===== src/rtl/imem_uart_loader.sv =====
// UART-fed program loader for the instruction memory: receives 0xA5|L|4*L bytes and writes words.
// Optional trailing XOR checksum byte enabled by defining LOADER_CHECKSUM_EN.
module imem_uart_loader #(
  parameter int CLKS_PER_BIT = 868,
  parameter int INST_MEM_N   = 8
) (
  input  logic                  clk,
  input  logic                  rst,
  input  logic                  rx,
  output logic                  we,
  output logic [INST_MEM_N-1:0] addr,
  output logic [31:0]           wd,
  output logic                  cpu_hold,
  output logic                  done,
  output logic                  err
);
  localparam int               CNT_W   = $clog2(CLKS_PER_BIT);
  localparam logic [31:0]      DEPTH   = 32'(1 << (INST_MEM_N - 2));
  localparam logic [CNT_W-1:0] HALF_M1 = CNT_W'(CLKS_PER_BIT / 2 - 1);
  localparam logic [CNT_W-1:0] FULL_M1 = CNT_W'(CLKS_PER_BIT - 1);
  localparam logic [7:0]       SYNC    = 8'hA5;

  typedef enum logic [1:0] {R_IDLE, R_START, R_DATA, R_STOP} rx_state_t;
  typedef enum logic [2:0] {L_IDLE, L_LEN, L_DATA, L_CHK, L_DONE, L_FAIL} ld_state_t;

  rx_state_t        rx_state;
  logic             rx_s1, rx_s2, rx_prev;
  logic [CNT_W-1:0] rx_cnt;
  logic [2:0]       rx_bit;
  logic [7:0]       rx_sh;
  logic             byte_valid, frame_err;

  ld_state_t        ld_state;
  logic [7:0]       len;
  logic [7:0]       word_idx;
  logic [1:0]       byte_idx;
`ifdef LOADER_CHECKSUM_EN
  logic [7:0]       chk;
`endif

  // Receiver: timer is a down-counter reloaded to half a bit, then full bits, so samples land mid-bit.
  always_ff @(posedge clk or posedge rst) begin
    if (rst) begin
      rx_s1      <= 1'b1;
      rx_s2      <= 1'b1;
      rx_prev    <= 1'b1;
      rx_state   <= R_IDLE;
      rx_cnt     <= '0;
      rx_bit     <= '0;
      rx_sh      <= '0;
      byte_valid <= 1'b0;
      frame_err  <= 1'b0;
    end else begin
      rx_s1      <= rx;
      rx_s2      <= rx_s1;
      rx_prev    <= rx_s2;
      byte_valid <= 1'b0;
      frame_err  <= 1'b0;
      case (rx_state)
        R_IDLE: begin
          if (rx_prev && !rx_s2) begin
            rx_cnt   <= HALF_M1;
            rx_state <= R_START;
          end
        end
        R_START: begin
          if (rx_cnt != '0) rx_cnt <= rx_cnt - 1'b1;
          else if (rx_s2) rx_state <= R_IDLE;
          else begin
            rx_cnt   <= FULL_M1;
            rx_bit   <= '0;
            rx_state <= R_DATA;
          end
        end
        R_DATA: begin
          if (rx_cnt != '0) rx_cnt <= rx_cnt - 1'b1;
          else begin
            rx_sh  <= {rx_s2, rx_sh[7:1]};
            rx_cnt <= FULL_M1;
            if (rx_bit == 3'd7) rx_state <= R_STOP;
            else rx_bit <= rx_bit + 3'd1;
          end
        end
        R_STOP: begin
          if (rx_cnt != '0) rx_cnt <= rx_cnt - 1'b1;
          else begin
            byte_valid <= rx_s2;
            frame_err  <= !rx_s2;
            rx_state   <= R_IDLE;
          end
        end
        default: rx_state <= R_IDLE;
      endcase
    end
  end

  // A framing error aborts from any state; cpu_hold is left as it was so a partial image never runs.
  always_ff @(posedge clk or posedge rst) begin
    if (rst) begin
      ld_state <= L_IDLE;
      len      <= '0;
      word_idx <= '0;
      byte_idx <= '0;
      we       <= 1'b0;
      addr     <= '0;
      wd       <= '0;
      cpu_hold <= 1'b0;
      done     <= 1'b0;
      err      <= 1'b0;
`ifdef LOADER_CHECKSUM_EN
      chk      <= '0;
`endif
    end else begin
      we   <= 1'b0;
      done <= 1'b0;
      if (frame_err) begin
        err      <= 1'b1;
        ld_state <= L_IDLE;
      end else begin
        case (ld_state)
          L_IDLE, L_FAIL: begin
            if (byte_valid && rx_sh == SYNC) begin
              err      <= 1'b0;
              cpu_hold <= 1'b1;
              ld_state <= L_LEN;
            end
          end
          L_LEN: begin
            if (byte_valid) begin
              if (rx_sh == 8'd0 || 32'(rx_sh) > DEPTH) begin
                err      <= 1'b1;
                ld_state <= L_FAIL;
              end else begin
                len      <= rx_sh;
                word_idx <= '0;
                byte_idx <= '0;
`ifdef LOADER_CHECKSUM_EN
                chk      <= rx_sh;
`endif
                ld_state <= L_DATA;
              end
            end
          end
          L_DATA: begin
            if (byte_valid) begin
              wd[{byte_idx, 3'b000} +: 8] <= rx_sh;
              byte_idx <= byte_idx + 2'd1;
`ifdef LOADER_CHECKSUM_EN
              chk      <= chk ^ rx_sh;
`endif
              if (byte_idx == 2'd3) begin
                we       <= 1'b1;
                addr     <= INST_MEM_N'({word_idx, 2'b00});
                word_idx <= word_idx + 8'd1;
`ifdef LOADER_CHECKSUM_EN
                if (word_idx == len - 8'd1) ld_state <= L_CHK;
`else
                if (word_idx == len - 8'd1) ld_state <= L_DONE;
`endif
              end
            end
          end
`ifdef LOADER_CHECKSUM_EN
          L_CHK: begin
            if (byte_valid) begin
              if (rx_sh == chk) ld_state <= L_DONE;
              else begin
                err      <= 1'b1;
                ld_state <= L_FAIL;
              end
            end
          end
`endif
          L_DONE: begin
            done     <= 1'b1;
            cpu_hold <= 1'b0;
            ld_state <= L_IDLE;
          end
          default: ld_state <= L_IDLE;
        endcase
      end
    end
  end
endmodule


===== config.mk =====
export PLATFORM = sky130hd
export DESIGN_NAME = imem_uart_loader
export DESIGN_NICKNAME = d
export VERILOG_FILES = /design/src/rtl/imem_uart_loader.sv
export SDC_FILE = /design/constraint.sdc
export NUM_CORES = 1
export LEC_CHECK = 0
export CORE_MARGIN = 4
export CORE_UTILIZATION = 50
export CTS_CLUSTER_SIZE = 25
export DETAILED_ROUTE_END_ITERATION = 10
export PLACE_DENSITY = 0.72
export SLEW_MARGIN = 20
export SYNTH_ARGS = -nofsm -noshare
export SYNTH_HDL_FRONTEND = slang
export SYNTH_SLANG_ARGS = --single-unit
export TNS_END_PERCENT = 1

===== constraint.sdc =====
create_clock -name clk -period 7.7 [get_ports clk]
set_input_delay 0.77 -clock clk [delete_from_list [all_inputs] [get_ports clk]]
set_output_delay 0.77 -clock clk [all_outputs]
set_load 0.005 [all_outputs]

==> metrics.md, run 1 <==
| Metric | Value |
|---|---|
| Clk slew on worst S/H paths | `0.09 ns` |
| Crit path DAT | `2.99 ns` |
| Synth warn | `0` |
| Clk root buf | `clkbuf_8` |
| Skew final | `0.0141 ns` |
| GR Layer Usage met1 | `0.273` |
| Worst-path cell with the longest stage delay | `or4_4` |
| Final-stage net count | `520` |
| GPL Wtd Cong | `0.790` |
| Syn Inst Count | `465` |
| Clk_lat worst skew | `0.36 ns` |
| Starting DRT DRC Count | `113` |
| GRT busiest layer | `met2` |
| Die area | `10600 sq um` |
| Count of different cell masters after synthesis | `59` |
| Routing usage on met3 | `0.0399` |
| Mapped cell area | `4500 sq um` |
| Worst-Margin Slew | `0.945 ns` |
| Inserted Diodes | `0` |
| Routed Antenna Nets | `0` |
| Setup crit start kind | `register` |
| Vias in the first global route | `3308` |
| Initial Utilization | `0.516` |
| Worst Hold Launch | `rx_s1` |
| Num CTS Buffers | `9` |
| Post-route cell area | `5240 sq um` |
| Critical path type | `reg2reg` |
| Wire per inst | `15.3 um` |
| Leak pwr | `2.33 nW` |
| Max_cap viols | `0` |
| IO Port Bufs | `44` |
| First-pass GRT wire length | `16100 um` |
| Async set-reset flop share out of synthesis | `1.00` |
| Post-synthesis average cell area | `9.67 sq um` |
| Worst reg2reg path depth | `5` |
| Drt drc | `0` |
| Max frequency | `0.363 GHz` |
| Seq/Total Area, Yosys | `0.507` |
| Max incr delay on CP | `0.57 ns` |
| Worst min path class | `reg2reg` |
| EDFF count, synth | `0` |
| GRT overflow | `0` |
| Largest net degree at the start of global routing | `70` |
| Routing usage on met2 | `0.291` |
| Synth Flop Type | `dfrtp_1` |
| Final Hold Slack | `0.376 ns` |
| Chip height | `103 um` |
| Reg-to-reg setup timing slack | `4.94 ns` |
| Max-slew violations | `0` |
| CTS tree | `built` |
| Area taken by multi-input logic gates | `2050 sq um` |
| Gates resized, CTS repair | `0` |
| Fraction of layout cells with a size suffix above 1 | `0.0889` |
| Post-Place Cells | `598` |
| Tot Pwr | `1.19 mW` |
| Post-CTS Hold Fix Bufs | `0` |
| Crit path to | `len[6]` |
| Fin crit period | `2.76 ns` |
| Status | `finished clean` |
| Crit Path Max Fanout | `9` |
| Pwr per Cell Area | `228 nW/um^2` |
| IO Pins | `47` |
| Final Cycle Share | `0.358` |
| Clk sink count | `91` |
| Router iterations before antenna repair | `5` |
| Hpwl dp | `6460 um` |
| Worst Path Required | `7.94 ns` |
| Die Wd | `103 um` |
| Post-CTS Setup Repair Bufs | `0` |
| Non-Filler Instances | `614` |
| Area after DPL | `4990 sq um` |
| RR Startpoint | `rx_sh[1]` |
| Register area | `2280 sq um` |
| Max_slew headroom | `0.368` |
| Finish-stage setup viols | `0` |
| P&R area growth vs syn | `16.4%` |
| Drt total wl | `9370 um` |
| Row count | `34` |
| Final-layout fill cell count | `751` |
| GRT Total Usage | `0.191` |
| Critical Path End Type | `register` |
| Via Count | `3421` |
| Final Hold Fails | `0` |
| Via/cell ratio | `5.57` |
| Initial antenna violation count | `0` |
| Core area | `8720 sq um` |
| Worst r2r dst | `len[6]` |
| # H-tree levels | `3` |
| Setup_tns | `0 ns` |
| CP Cell Sequence | `or3_1 > nor3_1 > o21ai_1 > or4_4 > mux2_4` |
| Critical Path Start | `rx_sh[1]` |
| Max VDD drop | `200 uV` |
| RSZ-0062 raised after global routing | `false` |
| CTS Buffer Depth | `2` |
| Register bit total from synthesis | `91` |
[metrics by stage]
step	setup slack, ns	utilization
floorplan	4.57	-
global placement	5.07	0.572
detailed placement	4.95	0.572
CTS	4.96	0.600
global route	4.66	0.600
finish	4.94	0.600
[final cells by class]
cell class / instances / share of cell area
repair buffers: 45 / 0.0855
inverters: 19 / 0.0139
clock buffers: 9 / 0.0237
multi-input cells: 335 / 0.392
clock inverters: 7 / 0.0232
well taps: 108 / 0.0258
flip-flops and latches: 91 / 0.436
[cells by family (layout without fill, tap and decap cells)]
logic type,count (synthesis),in the layout,synth area share
AND/OR/NAND/NOR,185,185,0.194
AO/OA/AOI/OAI,96,96,0.131
flip-flops,91,91,0.507
multiplexers,19,19,0.0523
other,1,2,0.000834
buffers and inverters,40,80,0.0367
adder cells (fa/ha/maj),16,16,0.0445
XOR/XNOR,17,17,0.0331
[sequential cells by signal, indices dropped and copies added, names as in the netlist, 2 cells and up, named ones only]
register / flops
rx_sh: 8
rx_cnt: 10
word_idx: 8
ld_state: 3
rx_bit: 3
len: 8
wd: 32
addr: 6
byte_idx: 2
[placed cells by master (no fill, tap or decap), drive strengths merged, types with 3 or more instances in the layout]
| cell | instances |
|---|---|
| a21oi | 7 |
| a31oi | 5 |
| nor3 | 12 |
| nand2b | 6 |
| o31ai | 5 |
| nor4 | 4 |
| o21ai | 54 |
| bufinv | 3 |
| nand3 | 6 |
| or3 | 6 |
| or4 | 6 |
| clkdlybuf4s50 | 44 |
| dfrtp | 88 |
| nor3b | 4 |
| nor2 | 26 |
| clkbuf | 9 |
| dfstp | 3 |
| nor2b | 5 |
| clkinv | 4 |
| inv | 19 |
| xor2 | 7 |
| xnor2 | 10 |
| mux2i | 4 |
| a211oi | 3 |
| nand2 | 96 |
| ha | 16 |
| mux2 | 15 |
[where the power goes]
part	switching, mW	internal (mW)	total (mW)
Sequential	0.0364	0.511	0.547
Combinational	0.151	0.105	0.255
Clock	0.172	0.218	0.390
Total	0.359	0.833	1.19
[synthesized netlist by cell type, types with 3 or more instances]
cell / instances / area, sq um
nor3_1: 12 / 60.1
nor4_1: 4 / 25.0
o31ai_1: 5 / 37.5
nor2_1: 26 / 97.6
nor2b_1: 5 / 31.3
nand2b_1: 6 / 37.5
dfstp_2: 3 / 78.8
dfrtp_1: 88 / 2200
nand3_1: 6 / 30.0
nor3b_1: 4 / 30.0
inv_1: 18 / 67.6
nand2_1: 96 / 360
xor2_1: 7 / 61.3
a211oi_1: 3 / 22.5
mux2_4: 7 / 105
xnor2_1: 10 / 87.6
mux2_2: 8 / 90.1
or3_1: 5 / 31.3
clkbuf_1: 16 / 60.1
ha_1: 16 / 200
or4_1: 5 / 37.5
a31oi_1: 5 / 31.3
a21oi_1: 7 / 35.0
o21ai_0: 52 / 260
mux2i_1: 4 / 40.0
[routing by layer]
layer | share of wire | up-vias
met5 | 0 | -
met4 | 0.013 | 0
met3 | 0.035 | 10
met2 | 0.47 | 61
met1 | 0.48 | 1678
li1 | - | 1672
[worst max-delay path: cells and delay by family, from the launching register on]
family	cells	cell delay, ns
AOI/OAI and AO/OA	1	0.26
muxes	1	0.34
and+or+nand+nor	3	1.56
DFF	1	0.48
[worst min path at each step]
stage             to  slack, ns  cells after the start
2_1_floorplan  rx_s2       0.35                      0
3_3_place_gp   rx_s2       0.35                      0
3_5_place_dp   rx_s2       0.35                      0
4_1_cts        rx_s2       0.38                      0
5_1_grt        rx_s2       0.39                      0
6_report       rx_s2       0.38                      0
No activity file was read; power rests on OpenSTA's default activity.
==> run 2: changes to the inputs <==
- clock period: 7.7 -> 2.8 ns (I/O delays scaled with it)
==> run 2 against run 1 <==
  * Clock skew increased by 0.00061 ns
  * Global-route usage decreased by 0.16 points
  * Sequential cell count unchanged
  * Combinational power increased to 2.9 times the previous value
  * Wire length increased by 3.8%
  * Design area increased by 2.3%
  * Highest routed layer unchanged
  * Maximum frequency increased by 6.4%
  * Hold slack got worse by 0.057 ns
  * Register-to-register slack got worse by 4.7 ns
==> metrics.md, run 2 (synthesis gave the netlist of run 1 again) <==
| Metric | Value |
|---|---|
| Final design utilization | `0.614 (+0.0136)` |
| Worst reg2reg path depth | `7 (+2)` |
| Max_slew headroom | `0.557 (+0.189)` |
| Drt total wl | `9720 um (+3.8%)` |
| Num CTS Buffers | `9 (unchanged)` |
| Critical path buffers and inverters | `1 (+1)` |
| Fin crit period | `2.59 ns (-0.165 ns)` |
| Largest net degree at the start of global routing | `56 (-20%)` |
| First-pass GRT wire length | `15800 um (-1.5%)` |
| Worst-path cell with the longest stage delay | `or4b_2` |
| Chip height | `103 um (unchanged)` |
| Core area | `8720 sq um (unchanged)` |
| GRT overflow | `0 (unchanged)` |
| Max frequency | `0.386 GHz (+6.4%)` |
| Largest registers | `wd x32, rx_cnt x10` |
| IO Port Bufs | `44 (unchanged)` |
| Post-CTS Setup Repair Bufs | `0 (unchanged)` |
| Finish-stage setup viols | `0 (unchanged)` |
| Critical path type | `reg2reg` |
| Final Hold Slack | `0.318 ns (-0.0575 ns)` |
| Max_cap viols | `0 (unchanged)` |
| Status | `finished clean` |
| Max VDD drop | `424 uV (+110%)` |
| RR Startpoint | `rx_cnt[0]` |
| Initial Utilization | `0.516 (unchanged)` |
| Initial antenna violation count | `0 (unchanged)` |
| Worst Path Required | `3.06 ns (-4.88 ns)` |
| Max-slew violations | `0 (unchanged)` |
| Drt drc | `0 (unchanged)` |
| P&R area growth vs syn | `19.1%` |
| Clk sink count | `91 (unchanged)` |
| CP Cell Sequence | `inv_1 > ha_1 > or4b_2 > or3_1 > o21a_1 > o21ai_0 > a21bo_2` |
| Starting DRT DRC Count | `190 (+68%)` |
| Final-stage net count | `536 (+3.1%)` |
| Pwr per Cell Area | `608 nW/um^2 (+170%)` |
| # H-tree levels | `3 (unchanged)` |
| Most frequent cells in the layout | `nand2_1 (96), dfrtp_1 (88), o21ai_0 (52)` |
| Crit Path Max Fanout | `11 (+2)` |
| GRT Total Usage | `0.190 (-0.00157)` |
| Inserted Diodes | `0 (unchanged)` |
| Via Count | `3461 (+1.2%)` |
| Hpwl dp | `6660 um (+3.1%)` |
| Final-layout fill cell count | `737 (-1.9%)` |
| Final Hold Fails | `0 (unchanged)` |
| Die area | `10600 sq um (unchanged)` |
| Worst r2r dst | `rx_cnt[4]` |
| Largest Register | `wd` |
| Top delay family on crit path | `simple AND/OR/NAND/NOR gates` |
| Wire per inst | `15.4 um (+1.2%)` |
| Routed Antenna Nets | `0 (unchanged)` |
| Final Cycle Share | `0.925 (+0.567)` |
| Worst min path class | `in2async` |
| Setup_tns | `0 ns (unchanged)` |
| Leak pwr | `2.41 nW (+3.5%)` |
| Router iterations before antenna repair | `5 (unchanged)` |
| Clk root buf | `clkbuf_8` |
| Setup crit start kind | `register` |
| RSZ-0062 raised after global routing | `false` |
| Die Wd | `103 um (unchanged)` |
| Commonest non-fill, non-tap cell in the layout | `nand2_1` |
| Via/cell ratio | `5.49 (-1.4%)` |
| Reg-to-reg setup timing slack | `0.21 ns (-4.73 ns)` |
| Fraction of layout cells with a size suffix above 1 | `0.119 (+0.0298)` |
| Clk slew on worst S/H paths | `0.10 ns (about the same)` |
| Row count | `34 (unchanged)` |
| CTS tree | `built` |
| Max incr delay on CP | `0.65 ns (+0.08 ns)` |
| Worst-Margin Slew | `0.663 ns (-0.282 ns)` |
| CTS Buffer Depth | `2 (unchanged)` |
| GPL Wtd Cong | `0.826 (+4.6%)` |
| IO Pins | `47 (unchanged)` |
| Critical Path End Type | `register` |
| Skew final | `0.0147 ns (+0.000614 ns)` |
| Max FFs per register | `32 (unchanged)` |
| Crit path DAT | `2.85 ns (-0.14 ns)` |
| Clk_lat worst skew | `0.36 ns (about the same)` |
| Vias in the first global route | `3345 (+1.1%)` |
## run 2: power by group
group / internal [mW] / switching (mW)
registers: 1.40 / 0.0983
clock network: 0.518 / 0.496
logic: 0.310 / 0.432
total: 2.23 / 1.03
## run 2: what timing repair did
| action | 4_1_cts | 5_1_grt |
|---|---|---|
| endpoints found under the setup margin | 0 | 1 |
| resized for setup | 0 | 1 |
| hold buffers | 0 | 0 |
## run 2: worst register-to-register path: stages (launching register included)
cell and delay [ns]:
dfrtp_1 0.42, inv_1 0.07, ha_1 0.18, or4b_2 0.65
or3_1 0.48, o21a_1 0.35, o21ai_0 0.12, a21bo_2 0.23
## run 2: area by class of cell
type,instances,area [sq um],share of cell area
clock buffers,9,124,0.0231
clock inverters,7,104,0.0194
inverters,19,72.6,0.0136
multi-input cells,335,2060,0.384
flip-flops and latches,91,2280,0.426
well taps,108,135,0.0252
repair buffers,61,581,0.108
## run 2: worst max path at each step
stage	startpoint	to	slack, ns	cells past startpoint
after detailed placement	rx_cnt[0]	rx_cnt[7]	0.16	7
after CTS	rx_cnt[0]	rx_cnt[7]	0.14	7
after global placement	rx_cnt[0]	rx_cnt[7]	0.21	7
after global routing	rx_cnt[0]	rx_cnt[0]	0.13	7
after floorplan	rst	asynchronous set/reset pin	0.16	1
final	rx_cnt[0]	rx_cnt[4]	0.21	7
## run 2: per-layer routing
layer | vias up | global-route usage | routed length, um
met5 | - | 0 | 0
met4 | 0 | 0.0478 | 92
met3 | 9 | 0.0487 | 514
met2 | 91 | 0.300 | 4720
met1 | 1661 | 0.262 | 4400
li1 | 1700 | - | -
## run 2: metrics by stage
stage          instance area, sq um  instances  setup slack, ns  total power, mW
3_5_place_dp                   5120        614            0.157             2.25
3_3_place_gp                   5120        614            0.213             2.22
2_1_floorplan                  4500        466            0.161             2.07
6_report                       5360        630            0.209             3.26
4_1_cts                        5350        630            0.142             3.27
5_1_grt                        5360        630            0.132             3.44
==> run 3: changes to the inputs <==
- CELL_PAD_IN_SITES_DETAIL_PLACEMENT: not set -> 2
- CELL_PAD_IN_SITES_GLOBAL_PLACEMENT: not set -> 2
- CORE_UTILIZATION: 50 -> 36
- PLACE_DENSITY: 0.72 -> not set
- PLACE_DENSITY_LB_ADDON: not set -> 0.1
==> run 3 against run 2 <==
  * Register-to-register slack got worse by 0.03 ns
  * Clock-buffer cell count rose by 2
  * Clock skew fell by 0.0057 ns
  * Combinational power rose by 7.0%
  * Sequential cell count did not move
  * Critical path type unchanged
==> metrics.md, run 3 (synthesis gave the netlist of run 1 again) <==
| Metric | Value |
|---|---|
| Router iterations before antenna repair | `4 (-1)` |
| Max FFs per register | `32 (unchanged)` |
| Worst min path class | `reg2reg` |
| Routed Antenna Nets | `0 (unchanged)` |
| Largest registers | `wd x32, rx_cnt x10` |
| Die area | `14300 sq um (+36%)` |
| Row count | `40 (+18%)` |
| Setup_tns | `0 ns (unchanged)` |
| Critical Path Start | `rx_sh[1]` |
| Crit path DAT | `2.85 ns (about the same)` |
| Worst-path cell with the longest stage delay | `or4_4` |
| CTS tree | `built` |
| Clk root buf | `clkbuf_16` |
| RR Startpoint | `rx_sh[1]` |
| Core area | `12100 sq um (+39%)` |
| GRT Total Usage | `0.190 (+0.000326)` |
| Routing usage on met3 | `0.0452 (-0.00347)` |
| Most frequent cells in the layout | `nand2_1 (96), dfrtp_1 (88), o21ai_0 (52)` |
| Fin crit period | `2.62 ns (+0.0321 ns)` |
| Setup crit start kind | `register` |
| Chip height | `120 um (+16%)` |
| Final design utilization | `0.458 (-0.157)` |
| Critical Path End Type | `register` |
| Top delay family on crit path | `simple AND/OR/NAND/NOR gates` |
| Clk_lat worst skew | `0.35 ns (about the same)` |
| Vias in the first global route | `4035 (+21%)` |
| Leak pwr | `2.47 nW (+2.3%)` |
| Largest net degree at the start of global routing | `92 (+64%)` |
| Die Wd | `120 um (+16%)` |
| First-pass GRT wire length | `21600 um (+36%)` |
| RSZ-0062 raised after global routing | `false` |
| Drt drc | `0 (unchanged)` |
| Starting DRT DRC Count | `195 (+2.6%)` |
| Initial Utilization | `0.371 (-0.144)` |
| Skew final | `0.00897 ns (-0.00571 ns)` |
| Pwr per Cell Area | `654 nW/um^2 (+7.5%)` |
| GRT busiest layer | `met2` |
| Inserted Diodes | `0 (unchanged)` |
| Fraction of layout cells with a size suffix above 1 | `0.120 (+0.00123)` |
| Max VDD drop | `350 uV (-17%)` |
| Critical path type | `reg2reg` |
| GR Layer Usage met1 | `0.249 (-0.0138)` |
| Drt total wl | `12600 um (+30%)` |
| Post-CTS Setup Repair Bufs | `0 (unchanged)` |
| Final Cycle Share | `0.937 (+0.0115)` |
| IO Pins | `47 (unchanged)` |
| Hpwl dp | `8730 um (+31%)` |
| Largest Register | `wd` |
| Initial antenna violation count | `0 (unchanged)` |
| Gates resized, CTS repair | `0 (unchanged)` |
| Routing usage on met2 | `0.320 (+0.0195)` |
| Max-slew violations | `0 (unchanged)` |
| P&R area growth vs syn | `23.2%` |
| Clk slew on worst S/H paths | `0.07 ns (-0.03 ns)` |
| GPL Wtd Cong | `0.760 (-8.0%)` |
| Max frequency | `0.381 GHz (-1.2%)` |
| Via Count | `3605 (+4.2%)` |
| Critical path buffers and inverters | `0 (-1)` |
| Finish-stage setup viols | `0 (unchanged)` |
| Via/cell ratio | `5.20 (-5.3%)` |
| Worst Path Required | `3.03 ns (-0.03 ns)` |
| Crit Path Max Fanout | `9 (-2)` |
| Max_slew headroom | `0.642 (+0.0849)` |
| Wire per inst | `18.2 um (+18%)` |
| Status | `finished clean` |
| IO Port Bufs | `44 (unchanged)` |
| Max incr delay on CP | `0.60 ns (-0.05 ns)` |
| # H-tree levels | `3 (unchanged)` |
| Post-CTS Hold Fix Bufs | `0 (unchanged)` |
| Final-stage net count | `539 (+0.56%)` |
| CTS Buffer Depth | `2 (unchanged)` |
| Tot Pwr | `3.63 mW (+11%)` |
| CP Cell Sequence | `or3_1 > o41a_1 > or3_4 > or4_4 > mux2_4` |
| Worst-Margin Slew | `0.531 ns (-0.132 ns)` |
| Max_cap viols | `0 (unchanged)` |
| Clk sink count | `91 (unchanged)` |
| Num CTS Buffers | `9 (unchanged)` |
| GRT overflow | `0 (unchanged)` |
| Commonest non-fill, non-tap cell in the layout | `nand2_1` |
| Final Hold Fails | `0 (unchanged)` |
| Worst Hold Launch | `rx_s1` |
run 3: cell types whose count changed in the layout (fill, tap and decap cells not counted), sizes merged:
cell      previous run  this run
clkinvlp             0         1
buf                 17        20
inv                 21        17
clkinv               3         4
clkbuf               9        11
run 3: worst paths after layout:
kind | end | slack, ns | cells after the start
setup / recovery | len[5] | 0.18 | 5
hold / removal | rx_s2 | 0.35 | 0
setup reg to reg | len[5] | 0.18 | 5
hold reg to reg | rx_s2 | 0.35 | 0
max in group asynchronous | rx_s1 | 2.04 | 3
min in group asynchronous | word_idx[1] | 0.37 | 3
run 3: stage by stage:
stage                     setup WS, ns  instance area (sq um)  hold WS [ns]  cells
after floorplan                  0.161                   4500         0.284    466
after global placement           0.268                   5220         0.348    677
after detailed placement         0.202                   5220         0.349    677
after CTS                        0.172                   5540         0.341    693
after global routing            0.0467                   5540         0.340    693
final                            0.177                   5540         0.351    693
run 3: metal layers:
layer / up-vias / wire, um / share of wire
li1: 1709 / - / -
met1: 1842 / 5970 / 0.47
met5: - / 0 / 0
met4: 0 / 116 / 0.0092
met3: 7 / 305 / 0.024
met2: 47 / 6210 / 0.49
run 3: layout make-up:
| cell class | count | area [sq um] |
|---|---|---|
| fillers | 1324 | 6570 |
| flip-flops and latches | 91 | 2280 |
| multi-input cells | 335 | 2050 |
| repair buffers | 64 | 603 |
| clock buffers | 11 | 243 |
| well taps | 168 | 210 |
| clock inverters | 5 | 77.6 |
| inverters | 19 | 72.6 |
run 3: report_power, final:
group,total [mW],switching (mW),leakage [nW],internal (mW)
logic,0.795,0.472,1.07,0.323
clock network,1.32,0.516,0.156,0.804
registers,1.51,0.104,1.24,1.41
total,3.63,1.09,2.47,2.53
